--- src/rtl/uart_pkg.sv ---
// ============================================================================
// Module      : uart_pkg
// Description : Shared parity-mode constants and FSM state types for the UART.
// Revision    : 1.0 - initial release
// ============================================================================
`default_nettype none

package uart_pkg;

    localparam int c_PARITY_NONE = 0;
    localparam int c_PARITY_EVEN = 1;
    localparam int c_PARITY_ODD  = 2;
    localparam int c_MIN_CPB     = 4;

    typedef enum logic [2:0] {
        TX_IDLE   = 3'd0,
        TX_START  = 3'd1,
        TX_DATA   = 3'd2,
        TX_PARITY = 3'd3,
        TX_STOP   = 3'd4
    } tx_state_t;

    typedef enum logic [2:0] {
        RX_IDLE      = 3'd0,
        RX_START     = 3'd1,
        RX_DATA      = 3'd2,
        RX_PARITY    = 3'd3,
        RX_STOP      = 3'd4,
        RX_WAIT_HIGH = 3'd5
    } rx_state_t;

endpackage

`default_nettype wire

--- src/rtl/uart_bit_timer.sv ---
// ============================================================================
// Module      : uart_bit_timer
// Description : Reloading down-counter; first interval and period latched on start.
// Revision    : 1.0 - initial release
// ============================================================================
`default_nettype none

module uart_bit_timer
    import uart_pkg::*;
#(
    parameter int CPB_W = 16
) (
    input  logic             clk,
    input  logic             rst,
    input  logic             i_start,
    input  logic [CPB_W-1:0] i_first_len,
    input  logic [CPB_W-1:0] i_period,
    output logic             o_tick
);

    logic [CPB_W-1:0] r_period;
    logic [CPB_W-1:0] r_cnt;

    // o_tick marks the last cycle of each interval; the counter then reloads itself
    always_ff @(posedge clk or posedge rst) begin
        if (rst) begin
            r_period <= CPB_W'(c_MIN_CPB);
            r_cnt    <= '0;
        end else if (i_start) begin
            r_period <= i_period;
            r_cnt    <= i_first_len - 1'b1;
        end else if (r_cnt == '0) begin
            r_cnt    <= r_period - 1'b1;
        end else begin
            r_cnt    <= r_cnt - 1'b1;
        end
    end

    assign o_tick = (r_cnt == '0);

endmodule

`default_nettype wire

--- src/rtl/uart_transceiver.sv ---
// ============================================================================
// Module      : uart_transceiver
// Description : Full-duplex UART with runtime baud, optional parity, loopback.
// Revision    : 1.0 - initial release
// ============================================================================
`default_nettype none

module uart_transceiver
    import uart_pkg::*;
#(
    parameter int DATA_BITS = 8,
    parameter int PARITY    = 0,
    parameter int STOP_BITS = 1,
    parameter int CPB_W     = 16
) (
    input  logic                 clk,
    input  logic                 rst,
    input  logic [CPB_W-1:0]     clks_per_bit,
    input  logic                 loopback,
    input  logic [DATA_BITS-1:0] tx_data,
    input  logic                 tx_valid,
    output logic                 tx_ready,
    output logic                 tx_line,
    input  logic                 rx_line,
    output logic [DATA_BITS-1:0] rx_data,
    output logic                 rx_valid,
    output logic                 parity_err,
    output logic                 frame_err,
    output logic                 rx_busy
);

    localparam int                 c_BCW       = $clog2(DATA_BITS + 1);
    localparam logic [c_BCW-1:0]   c_LAST_BIT  = c_BCW'(DATA_BITS - 1);
    localparam logic               c_LAST_STOP = (STOP_BITS == 2);
    localparam logic               c_ODD       = (PARITY == c_PARITY_ODD);
    localparam logic               c_HAS_PAR   = (PARITY != c_PARITY_NONE);

    logic [CPB_W-1:0] w_cpb;
    assign w_cpb = (clks_per_bit < CPB_W'(c_MIN_CPB)) ? CPB_W'(c_MIN_CPB) : clks_per_bit;

    // ---------------------------------------------------------------- TX
    tx_state_t            r_tx_state, w_tx_state;
    logic [DATA_BITS-1:0] r_tx_shift, w_tx_shift;
    logic [c_BCW-1:0]     r_tx_bit,   w_tx_bit;
    logic                 r_tx_stop,  w_tx_stop;
    logic                 r_tx_par,   w_tx_par;
    logic                 r_tx_line,  w_tx_line;
    logic                 w_tx_tick, w_tx_done, w_tx_accept;

    uart_bit_timer #(.CPB_W(CPB_W)) u_tx_timer (
        .clk         (clk),
        .rst         (rst),
        .i_start     (w_tx_accept),
        .i_first_len (w_cpb),
        .i_period    (w_cpb),
        .o_tick      (w_tx_tick)
    );

    always_ff @(posedge clk or posedge rst) begin
        if (rst) begin
            r_tx_state <= TX_IDLE;
            r_tx_shift <= '0;
            r_tx_bit   <= '0;
            r_tx_stop  <= 1'b0;
            r_tx_par   <= 1'b0;
            r_tx_line  <= 1'b1;
        end else begin
            r_tx_state <= w_tx_state;
            r_tx_shift <= w_tx_shift;
            r_tx_bit   <= w_tx_bit;
            r_tx_stop  <= w_tx_stop;
            r_tx_par   <= w_tx_par;
            r_tx_line  <= w_tx_line;
        end
    end

    // The last stop-bit cycle already counts as idle, so a waiting word starts with no gap
    always_comb begin
        w_tx_done   = (r_tx_state == TX_STOP) && w_tx_tick && (r_tx_stop == c_LAST_STOP);
        tx_ready    = !rst && ((r_tx_state == TX_IDLE) || w_tx_done);
        w_tx_accept = tx_valid && tx_ready;
        w_tx_state  = r_tx_state;
        w_tx_shift  = r_tx_shift;
        w_tx_bit    = r_tx_bit;
        w_tx_stop   = r_tx_stop;
        w_tx_par    = r_tx_par;
        w_tx_line   = r_tx_line;
        if (w_tx_accept) begin
            w_tx_state = TX_START;
            w_tx_shift = tx_data;
            w_tx_par   = (^tx_data) ^ c_ODD;
            w_tx_line  = 1'b0;
        end else begin
            case (r_tx_state)
                TX_IDLE: w_tx_line = 1'b1;
                TX_START: if (w_tx_tick) begin
                    w_tx_state = TX_DATA;
                    w_tx_bit   = '0;
                    w_tx_line  = r_tx_shift[0];
                end
                TX_DATA: if (w_tx_tick) begin
                    if (r_tx_bit != c_LAST_BIT) begin
                        w_tx_shift = r_tx_shift >> 1;
                        w_tx_line  = r_tx_shift[1];
                        w_tx_bit   = r_tx_bit + 1'b1;
                    end else if (c_HAS_PAR) begin
                        w_tx_state = TX_PARITY;
                        w_tx_line  = r_tx_par;
                    end else begin
                        w_tx_state = TX_STOP;
                        w_tx_stop  = 1'b0;
                        w_tx_line  = 1'b1;
                    end
                end
                TX_PARITY: if (w_tx_tick) begin
                    w_tx_state = TX_STOP;
                    w_tx_stop  = 1'b0;
                    w_tx_line  = 1'b1;
                end
                TX_STOP: if (w_tx_done) begin
                    w_tx_state = TX_IDLE;
                end else if (w_tx_tick) begin
                    w_tx_stop  = 1'b1;
                end
                default: begin
                    w_tx_state = TX_IDLE;
                    w_tx_line  = 1'b1;
                end
            endcase
        end
    end

    assign tx_line = r_tx_line;

    // ---------------------------------------------------------------- RX
    rx_state_t            r_rx_state, w_rx_state;
    logic [DATA_BITS-1:0] r_rx_shift, w_rx_shift;
    logic [DATA_BITS-1:0] r_rx_data,  w_rx_data;
    logic [c_BCW-1:0]     r_rx_bit,   w_rx_bit;
    logic                 r_rx_par,   w_rx_par;
    logic                 r_par_err,  w_par_err;
    logic                 r_frm_err,  w_frm_err;
    logic                 r_rx_valid, w_rx_valid;
    logic                 r_sync1, r_sync2, r_rx_prev;
    logic                 w_rx_in, w_rx_tick, w_rx_start;

    assign w_rx_in = loopback ? r_tx_line : rx_line;

    uart_bit_timer #(.CPB_W(CPB_W)) u_rx_timer (
        .clk         (clk),
        .rst         (rst),
        .i_start     (w_rx_start),
        .i_first_len (w_cpb >> 1),
        .i_period    (w_cpb),
        .o_tick      (w_rx_tick)
    );

    always_ff @(posedge clk or posedge rst) begin
        if (rst) begin
            r_sync1    <= 1'b1;
            r_sync2    <= 1'b1;
            r_rx_prev  <= 1'b1;
            r_rx_state <= RX_IDLE;
            r_rx_shift <= '0;
            r_rx_data  <= '0;
            r_rx_bit   <= '0;
            r_rx_par   <= 1'b0;
            r_par_err  <= 1'b0;
            r_frm_err  <= 1'b0;
            r_rx_valid <= 1'b0;
        end else begin
            r_sync1    <= w_rx_in;
            r_sync2    <= r_sync1;
            r_rx_prev  <= r_sync2;
            r_rx_state <= w_rx_state;
            r_rx_shift <= w_rx_shift;
            r_rx_data  <= w_rx_data;
            r_rx_bit   <= w_rx_bit;
            r_rx_par   <= w_rx_par;
            r_par_err  <= w_par_err;
            r_frm_err  <= w_frm_err;
            r_rx_valid <= w_rx_valid;
        end
    end

    always_comb begin
        w_rx_start = (r_rx_state == RX_IDLE) && r_rx_prev && !r_sync2;
        w_rx_state = r_rx_state;
        w_rx_shift = r_rx_shift;
        w_rx_data  = r_rx_data;
        w_rx_bit   = r_rx_bit;
        w_rx_par   = r_rx_par;
        w_par_err  = r_par_err;
        w_frm_err  = r_frm_err;
        w_rx_valid = 1'b0;
        case (r_rx_state)
            RX_IDLE: if (w_rx_start) w_rx_state = RX_START;
            // A start bit that is high again at mid-bit was a glitch
            RX_START: if (w_rx_tick) begin
                if (r_sync2) begin
                    w_rx_state = RX_IDLE;
                end else begin
                    w_rx_state = RX_DATA;
                    w_rx_bit   = '0;
                end
            end
            RX_DATA: if (w_rx_tick) begin
                w_rx_shift = {r_sync2, r_rx_shift[DATA_BITS-1:1]};
                w_rx_bit   = r_rx_bit + 1'b1;
                if (r_rx_bit == c_LAST_BIT) begin
                    if (c_HAS_PAR) w_rx_state = RX_PARITY;
                    else           w_rx_state = RX_STOP;
                end
            end
            RX_PARITY: if (w_rx_tick) begin
                w_rx_par   = r_sync2;
                w_rx_state = RX_STOP;
            end
            RX_STOP: if (w_rx_tick) begin
                w_rx_data  = r_rx_shift;
                w_par_err  = c_HAS_PAR & ((^r_rx_shift) ^ r_rx_par ^ c_ODD);
                w_frm_err  = !r_sync2;
                w_rx_valid = 1'b1;
                if (r_sync2) w_rx_state = RX_IDLE;
                else         w_rx_state = RX_WAIT_HIGH;
            end
            RX_WAIT_HIGH: if (r_sync2) w_rx_state = RX_IDLE;
            default: w_rx_state = RX_IDLE;
        endcase
    end

    assign rx_data    = r_rx_data;
    assign rx_valid   = r_rx_valid;
    assign parity_err = r_par_err;
    assign frame_err  = r_frm_err;
    assign rx_busy    = (r_rx_state != RX_IDLE);

endmodule

`default_nettype wire

--- config.mk ---
export PLATFORM = sky130hd
export DESIGN_NAME = uart_transceiver
export DESIGN_NICKNAME = d
export VERILOG_FILES = /design/src/rtl/uart_pkg.sv /design/src/rtl/uart_bit_timer.sv /design/src/rtl/uart_transceiver.sv
export SDC_FILE = /design/constraint.sdc
export NUM_CORES = 1
export LEC_CHECK = 0
export BUFFER_PORTS_ARGS = -buffer_cell sky130_fd_sc_hd__buf_2
export CAP_MARGIN = 15
export CELL_PAD_IN_SITES_DETAIL_PLACEMENT = 1
export CELL_PAD_IN_SITES_GLOBAL_PLACEMENT = 2
export CORE_ASPECT_RATIO = 0.5
export CORE_MARGIN = 2
export CORE_UTILIZATION = 38
export CTS_CLUSTER_DIAMETER = 40
export DETAILED_ROUTE_END_ITERATION = 8
export GPL_TIMING_DRIVEN = 0
export PLACE_DENSITY_LB_ADDON = 0.3
export SLEW_MARGIN = 20
export SYNTH_ARGS = -nofsm -noshare
export SYNTH_HDL_FRONTEND = slang
export SYNTH_SLANG_ARGS = --single-unit
--- constraint.sdc ---
create_clock -name clk -period 5.1 [get_ports clk]
set_clock_uncertainty 0.1 [all_clocks]
set_input_delay 1.02 -clock clk [delete_from_list [all_inputs] [get_ports clk]]
set_output_delay 1.02 -clock clk [all_outputs]
set_load 0.05 [all_outputs]
* Word level (Yosys, flattened, before mapping)
Cells that the tools add are included.
** Word-level totals
- Output and inout port bits :: 14
- Word-level logic and storage cells :: 139
- Register bits after elaboration :: 109
** Cells by class
- Add/sub/neg operators :: 8
- Bitwise gates (word level) :: 2
- Equal/unequal tests :: 33
- Magnitude comparators :: 1
- Reductions and logical operators :: 29
- Mux-type cells :: 48
** Operators by type and width (count)
- 2-to-1 mux 16 bit :: 5
- subtractor 16 x 1 -> 16 bit (second input constant) :: 5
- 2-to-1 mux 3 bit :: 14
- zero test 16 bit :: 2
- 2-to-1 mux 8 bit :: 4
- 2-to-1 mux 4 bit :: 6
- inequality test 2 bit (second input constant) :: 10
- case mux 3 bit (6 select lines) :: 1
- < comparator 16 x 3 -> 1 bit (second input constant) :: 1
- case mux 4 bit (2 select lines) :: 2
- subtractor 15 x 1 -> 16 bit (second input constant) :: 1
- inequality test 3 x 2 -> 1 bit (second input constant) :: 5
- case mux 3 bit (5 select lines) :: 1
- inequality test 2 x 1 -> 1 bit (second input constant) :: 7
- AND reduction 7 bit :: 2
- equality test 3 x 2 -> 1 bit (second input constant) :: 4
- 2-to-1 mux 1 bit :: 12
- nonzero test 2 bit :: 5
- equality test 3 bit (second input constant) :: 3
- adder 4 x 1 -> 4 bit (second input constant) :: 2
- AND reduction 4 bit :: 2
- equality test 3 x 1 -> 1 bit (second input constant) :: 2
- logical AND 1 bit :: 6
- zero test 3 bit :: 2
- other kinds (13) :: 17

* Depth between registers and ports, before layout
- Depth after elaboration :: 8
- Mapped depth :: 15
- Mapped depth without buffers :: 12

* By module
A second synthesis with hierarchy kept.
** Unflattened totals
- Cell total of the unflattened synthesis :: 562
- Area total of the unflattened synthesis :: 5859.4 um2
** Modules (own cells, without submodules)
- uart_bit_timer :: area an instance 1794.2 um2, cells each 175, times used 2, sequential area each 802.0 um2
- uart_transceiver :: area an instance 2270.9 um2, cells each 212, times used 1, sequential area each 1131.1 um2

* Worst setup path after synthesis
OpenSTA, ideal clock, no wires.
- Path type :: flip-flop to output port
- Start point :: register u_tx_timer.r_cnt[2]
- End point :: output port tx_ready
- Path slack :: 0.988 ns
- Cell stages (with the launch flop) :: 7
- Arrival time :: 2.992 ns
- Path through :: dfrtp_1 -> or4_1 -> buf_4 -> nor2_8 -> nand2_1 -> o21a_1 -> nor4_1
** Between the ends
- Cells in the longest elaborated chain, start to end :: 5
** Ends and longest elaborated chain
- start, declared :: RTL line uart_bit_timer.sv:22 : logic [CPB_W-1:0] r_cnt;
- start signal, assigned :: RTL line uart_bit_timer.sv:31 : r_cnt <= i_first_len - 1'b1;
- start signal, assigned :: RTL line uart_bit_timer.sv:33 : r_cnt <= r_period - 1'b1;
- start signal, assigned :: RTL line uart_bit_timer.sv:35 : r_cnt <= r_cnt - 1'b1;
- zero test 16 bit :: RTL line uart_bit_timer.sv:39 : assign o_tick = (r_cnt == '0);
- logical AND 1 bit (2 in a row) :: RTL line uart_transceiver.sv:79 : w_tx_done = (r_tx_state == TX_STOP) && w_tx_tick && (r_tx_stop == c_LAST_STOP);
- logical OR 1 bit :: RTL line uart_transceiver.sv:80 : tx_ready = !rst && ((r_tx_state == TX_IDLE) || w_tx_done);
- logical AND 1 bit :: RTL line uart_transceiver.sv:80
- end, declared :: RTL line uart_transceiver.sv:22 : output logic tx_ready,
No other way between the ends.

* Final worst setup path
- Start point :: input port rst
- End point :: register u_tx_timer.r_cnt[12]
** Between the ends
- Cells in the longest elaborated chain, start to end :: 4
** Ends and longest elaborated chain
- start, declared :: RTL line uart_transceiver.sv:17 : input logic rst,
- zero test 1 bit (no line)
- logical AND 1 bit :: RTL line uart_transceiver.sv:80
- logical AND 1 bit :: RTL line uart_transceiver.sv:81 : w_tx_accept = tx_valid && tx_ready;
- 2-to-1 mux 16 bit :: RTL line uart_bit_timer.sv:29 : end else if (i_start) begin
No other way between the ends.
A chain may end at the register's enable or synchronous reset.

==> run_summary.xml <==
<?xml version="1.0" encoding="UTF-8"?>
<metrics>
  <group name="final_layout">
    <metric name="finish.instance_area" unit="um^2">6634</metric>
    <metric name="antenna_diode_count" unit="">0</metric>
    <metric name="drive_gt1_frac" unit="">0.1552</metric>
    <metric name="most_common_cell_after_layout_fill_and_taps_aside" unit="">nand2_1</metric>
    <metric name="area_growth_syn_to_layout" unit="%">13.15</metric>
    <metric name="finish.net_count" unit="">724</metric>
    <metric name="final_cell_mix" unit="">nand2_1, dfrtp_1, nor2_1</metric>
  </group>
  <group name="worst_hold_path">
    <metric name="worstHoldPathType" unit="">flip-flop to flip-flop</metric>
  </group>
  <group name="floorplan">
    <metric name="fp.dieArea" unit="um^2">16500</metric>
    <metric name="die_width" unit="um">179.7</metric>
    <metric name="start_util" unit="">0.3844</metric>
    <metric name="floorplan.die.height" unit="um">91.84</metric>
    <metric name="core_region_area" unit="um^2">15250</metric>
    <metric name="ioPinCount" unit="">43</metric>
    <metric name="placement_rows" unit="">32</metric>
  </group>
  <group name="cts">
    <metric name="htreeDepth" unit="">3</metric>
    <metric name="clkSlewWorstSetupHoldPaths" unit="ns">0.08</metric>
    <metric name="cts_hold_repair_buffers" unit="">0</metric>
    <metric name="clock_tree_from_tritoncts" unit="">done</metric>
    <metric name="worstSkewPairLatency" unit="ns">0.36</metric>
    <metric name="cts_num_sinks" unit="">109</metric>
    <metric name="cts.repair.resized" unit="">0</metric>
    <metric name="numCtsBuffers" unit="">9</metric>
    <metric name="post-cts-setup-buffers" unit="">0</metric>
    <metric name="cts.path.max_buffers" unit="">2</metric>
    <metric name="cts_root_buf" unit="">clkbuf_16</metric>
  </group>
  <group name="critical_path">
    <metric name="cp_cell_sequence" unit="">buf_2, or4b_4, nor2_8, a31o_4, buf_12, clkbuf_1, buf_2, nor2_1, nor2_1, ha_1, nor3b_1, o211ai_1, a22oi_1, a21oi_1, a211o_1</metric>
    <metric name="worst_ep_required_time" unit="ns">5.24</metric>
    <metric name="worst-r2r-setup-slack" unit="ns">0.46</metric>
    <metric name="worst_path_max_delay_cell" unit="">or4b_4</metric>
    <metric name="crit_path_start_kind" unit="">primary input</metric>
    <metric name="path_class" unit="">primary input to flip-flop</metric>
    <metric name="cp_data_arrival_time" unit="ns">4.92</metric>
    <metric name="max_stage_delay" unit="ns">0.55</metric>
    <metric name="worstSetupEndpointType" unit="">flip-flop</metric>
    <metric name="crit_path_max_fanout" unit="">10</metric>
  </group>
  <group name="yosys">
    <metric name="syn_inst" unit="">641</metric>
    <metric name="post_synth_instance_area" unit="um^2">5863</metric>
    <metric name="async_flop_share" unit="">1.000</metric>
    <metric name="sequential_element_share_of_the_synthesized_area" unit="">0.4665</metric>
    <metric name="synth.net_count" unit="">674</metric>
    <metric name="ys_seq_elements" unit="">109</metric>
    <metric name="synth-warning-count" unit="">0</metric>
    <metric name="dominantRegCellSynth" unit="">dfrtp_1</metric>
    <metric name="synth-edff-count" unit="">0</metric>
    <metric name="syn-mean-instance-area" unit="um^2">9.147</metric>
    <metric name="ys_types" unit="">73</metric>
  </group>
  <group name="global_routing">
    <metric name="grt_first_pass_wirelength" unit="mm">28.19</metric>
    <metric name="globalRoute.totalOverflow" unit="">0</metric>
    <metric name="grt_pass1_vias" unit="">5227</metric>
    <metric name="antenna_found_initial" unit="">0</metric>
    <metric name="grt_use_total" unit="">0.2162</metric>
    <metric name="grt_start_max_net_pins" unit="">62</metric>
  </group>
  <group name="place">
    <metric name="place_hpwl" unit="mm">12.33</metric>
    <metric name="io_buffers" unit="">38</metric>
    <metric name="gp_routability_congestion" unit="">0.8495</metric>
    <metric name="place_area" unit="um^2">6341</metric>
  </group>
  <group name="status">
    <metric name="outcome" unit="">completed</metric>
  </group>
  <group name="sta">
    <metric name="setup_viol" unit="">0</metric>
    <metric name="timing.final.max_slew_violations" unit="">0</metric>
    <metric name="worst_hold_slack" unit="ns">0.2770</metric>
    <metric name="setup_repair_after_global_routing_missed_its_margin" unit="">false</metric>
    <metric name="period_share" unit="">0.9368</metric>
    <metric name="worstMarginPinSlew" unit="ns">0.8263</metric>
    <metric name="finalWorstPathRequiredPeriod" unit="ns">4.778</metric>
    <metric name="final_hold_viol_count" unit="">0</metric>
    <metric name="max_clock_freq" unit="MHz">209.3</metric>
    <metric name="max_slew_margin" unit="">0.4461</metric>
  </group>
  <group name="drt">
    <metric name="drt-vias-per-instance" unit="">5.440</metric>
    <metric name="wirelength" unit="mm">16.86</metric>
    <metric name="dr.first_iter.drc_count" unit="">202</metric>
    <metric name="detail_route.first_pass.iterations" unit="">4</metric>
    <metric name="ant_nets" unit="">0</metric>
    <metric name="detail_route.drc_violations" unit="">0</metric>
    <metric name="wl_per_cell" unit="um">18.74</metric>
    <metric name="vias" unit="">4896</metric>
  </group>
  <group name="power">
    <metric name="power-per-cell-area" unit="nW/um^2">366.4</metric>
    <metric name="vdd.ir_drop.worst" unit="mV">0.1648</metric>
    <metric name="leakagePower" unit="nW">3.019</metric>
    <metric name="post-layout-total-power" unit="mW">2.430</metric>
  </group>
  <group name="job">
    <metric name="max_cap_viol_count" unit="">0</metric>
  </group>
</metrics>
[layout make-up]
class / instances / area, um^2
plain buffers: 34 / 172.7
well taps: 204 / 255.2
repair buffers: 39 / 217.7
fillers: 1782 / 8621
multi-input cells: 489 / 2922
flip-flops and latches: 109 / 2735
clock inverters: 6 / 53.80
inverters: 9 / 38.79
clock buffers: 10 / 239.0
[cells by family after synthesis]
group | synth area share
AND/OR/NAND/NOR | 0.2324
AO/OA/AOI/OAI | 0.1735
flip-flops | 0.4665
buffers and inverters | 0.03521
XOR/XNOR | 0.04481
multiplexers | 0.03841
adder cells (fa/ha/maj) | 0.008536
other | 0.0006396
[worst max-delay path: cells and delay by family]
family / cells / cell delay [ns]
adders and majority gates: 1 / 0.24
buffers and inverters: 4 / 1.11
and+or+nand+nor: 5 / 1.20
AOI/OAI and AO/OA: 5 / 1.35
[through the flow]
step	TNS [ns]	instances	worst slack, ns	utilization
6_report	0	900	0.3222	0.4349
5_1_grt	0	900	0.09464	0.4349
4_1_cts	0	900	0.3930	0.4349
3_5_place_dp	0	884	0.01461	0.4157
3_3_place_gp	-55.04	883	-0.5438	0.4136
2_1_floorplan	0	641	0.9879	-
[cell usage after synthesis, types with 3 or more instances]
cell type  instances  area share
nand2_1          143       0.092
dfrtp_1          103        0.44
nor2_1            57       0.036
o21ai_0           37       0.032
a21oi_1           30       0.026
clkbuf_1          20       0.013
nor3_1            18       0.015
xnor2_1           16       0.024
xor2_1            14       0.021
mux2_2            12       0.023
nand3_1           10      0.0085
nor4_1            10       0.011
inv_1              9      0.0058
mux2i_1            9       0.015
a21o_1             8       0.010
a22oi_1            8       0.010
buf_2              8      0.0068
o211ai_1           8       0.010
a31oi_1            7      0.0075
o31ai_1            7      0.0090
dfstp_2            6       0.027
o21a_1             6      0.0077
nand2b_1           5      0.0053
or4_1              5      0.0064
ha_1               4      0.0085
nand4_1            4      0.0043
o2111ai_1          4      0.0060
or3_1              4      0.0043
a211o_1            3      0.0045
a211oi_1           3      0.0038
a221oi_1           3      0.0045
and2_1             3      0.0032
and3_1             3      0.0032
buf_4              3      0.0038
or2_2              3      0.0032
[layer usage]
layer | vias up | track usage | part of all wire
met2 | 67 | 0.3745 | 0.48
met5 | - | 0 | 0
met1 | 2465 | 0.2882 | 0.48
li1 | 2357 | - | -
met4 | 0 | 0.03388 | 0.0058
met3 | 7 | 0.04091 | 0.032
[power breakdown]
part	total [mW]	internal (mW)	switching (mW)
logic	0.562	0.226	0.336
clock network	0.714	0.355	0.360
registers	1.15	1.02	0.136
total	2.43	1.60	0.832
[flip-flops by register name, indices dropped and copies added (netlist names)]
register and count:
rx_data 8, r_tx_stop 1, r_tx_shift 8, r_sync1 1, u_rx_timer.r_period 16, rx_valid 1, r_tx_bit 4, r_tx_state 3
frame_err 1, r_rx_prev 1, u_tx_timer.r_cnt 16, u_rx_timer.r_cnt 16, r_rx_state 3, r_rx_shift 8, tx_line 1, u_tx_timer.r_period 16
r_sync2 1, r_rx_bit 4
[final timing paths]
| kind | from | depth (start not counted) | to |
|---|---|---|---|
| min in group asynchronous | rst | 2 | r_tx_state[1] |
| worst max register to register | u_tx_timer.r_cnt[5] | 15 | u_tx_timer.r_cnt[12] |
| max in group asynchronous | rst | 3 | r_rx_prev |
| worst min-delay path | r_sync1 | 0 | r_sync2 |
| worst max-delay path | rst | 15 | u_tx_timer.r_cnt[12] |
| worst min register to register | r_sync1 | 0 | r_sync2 |
(Power assumes the default switching activity.)
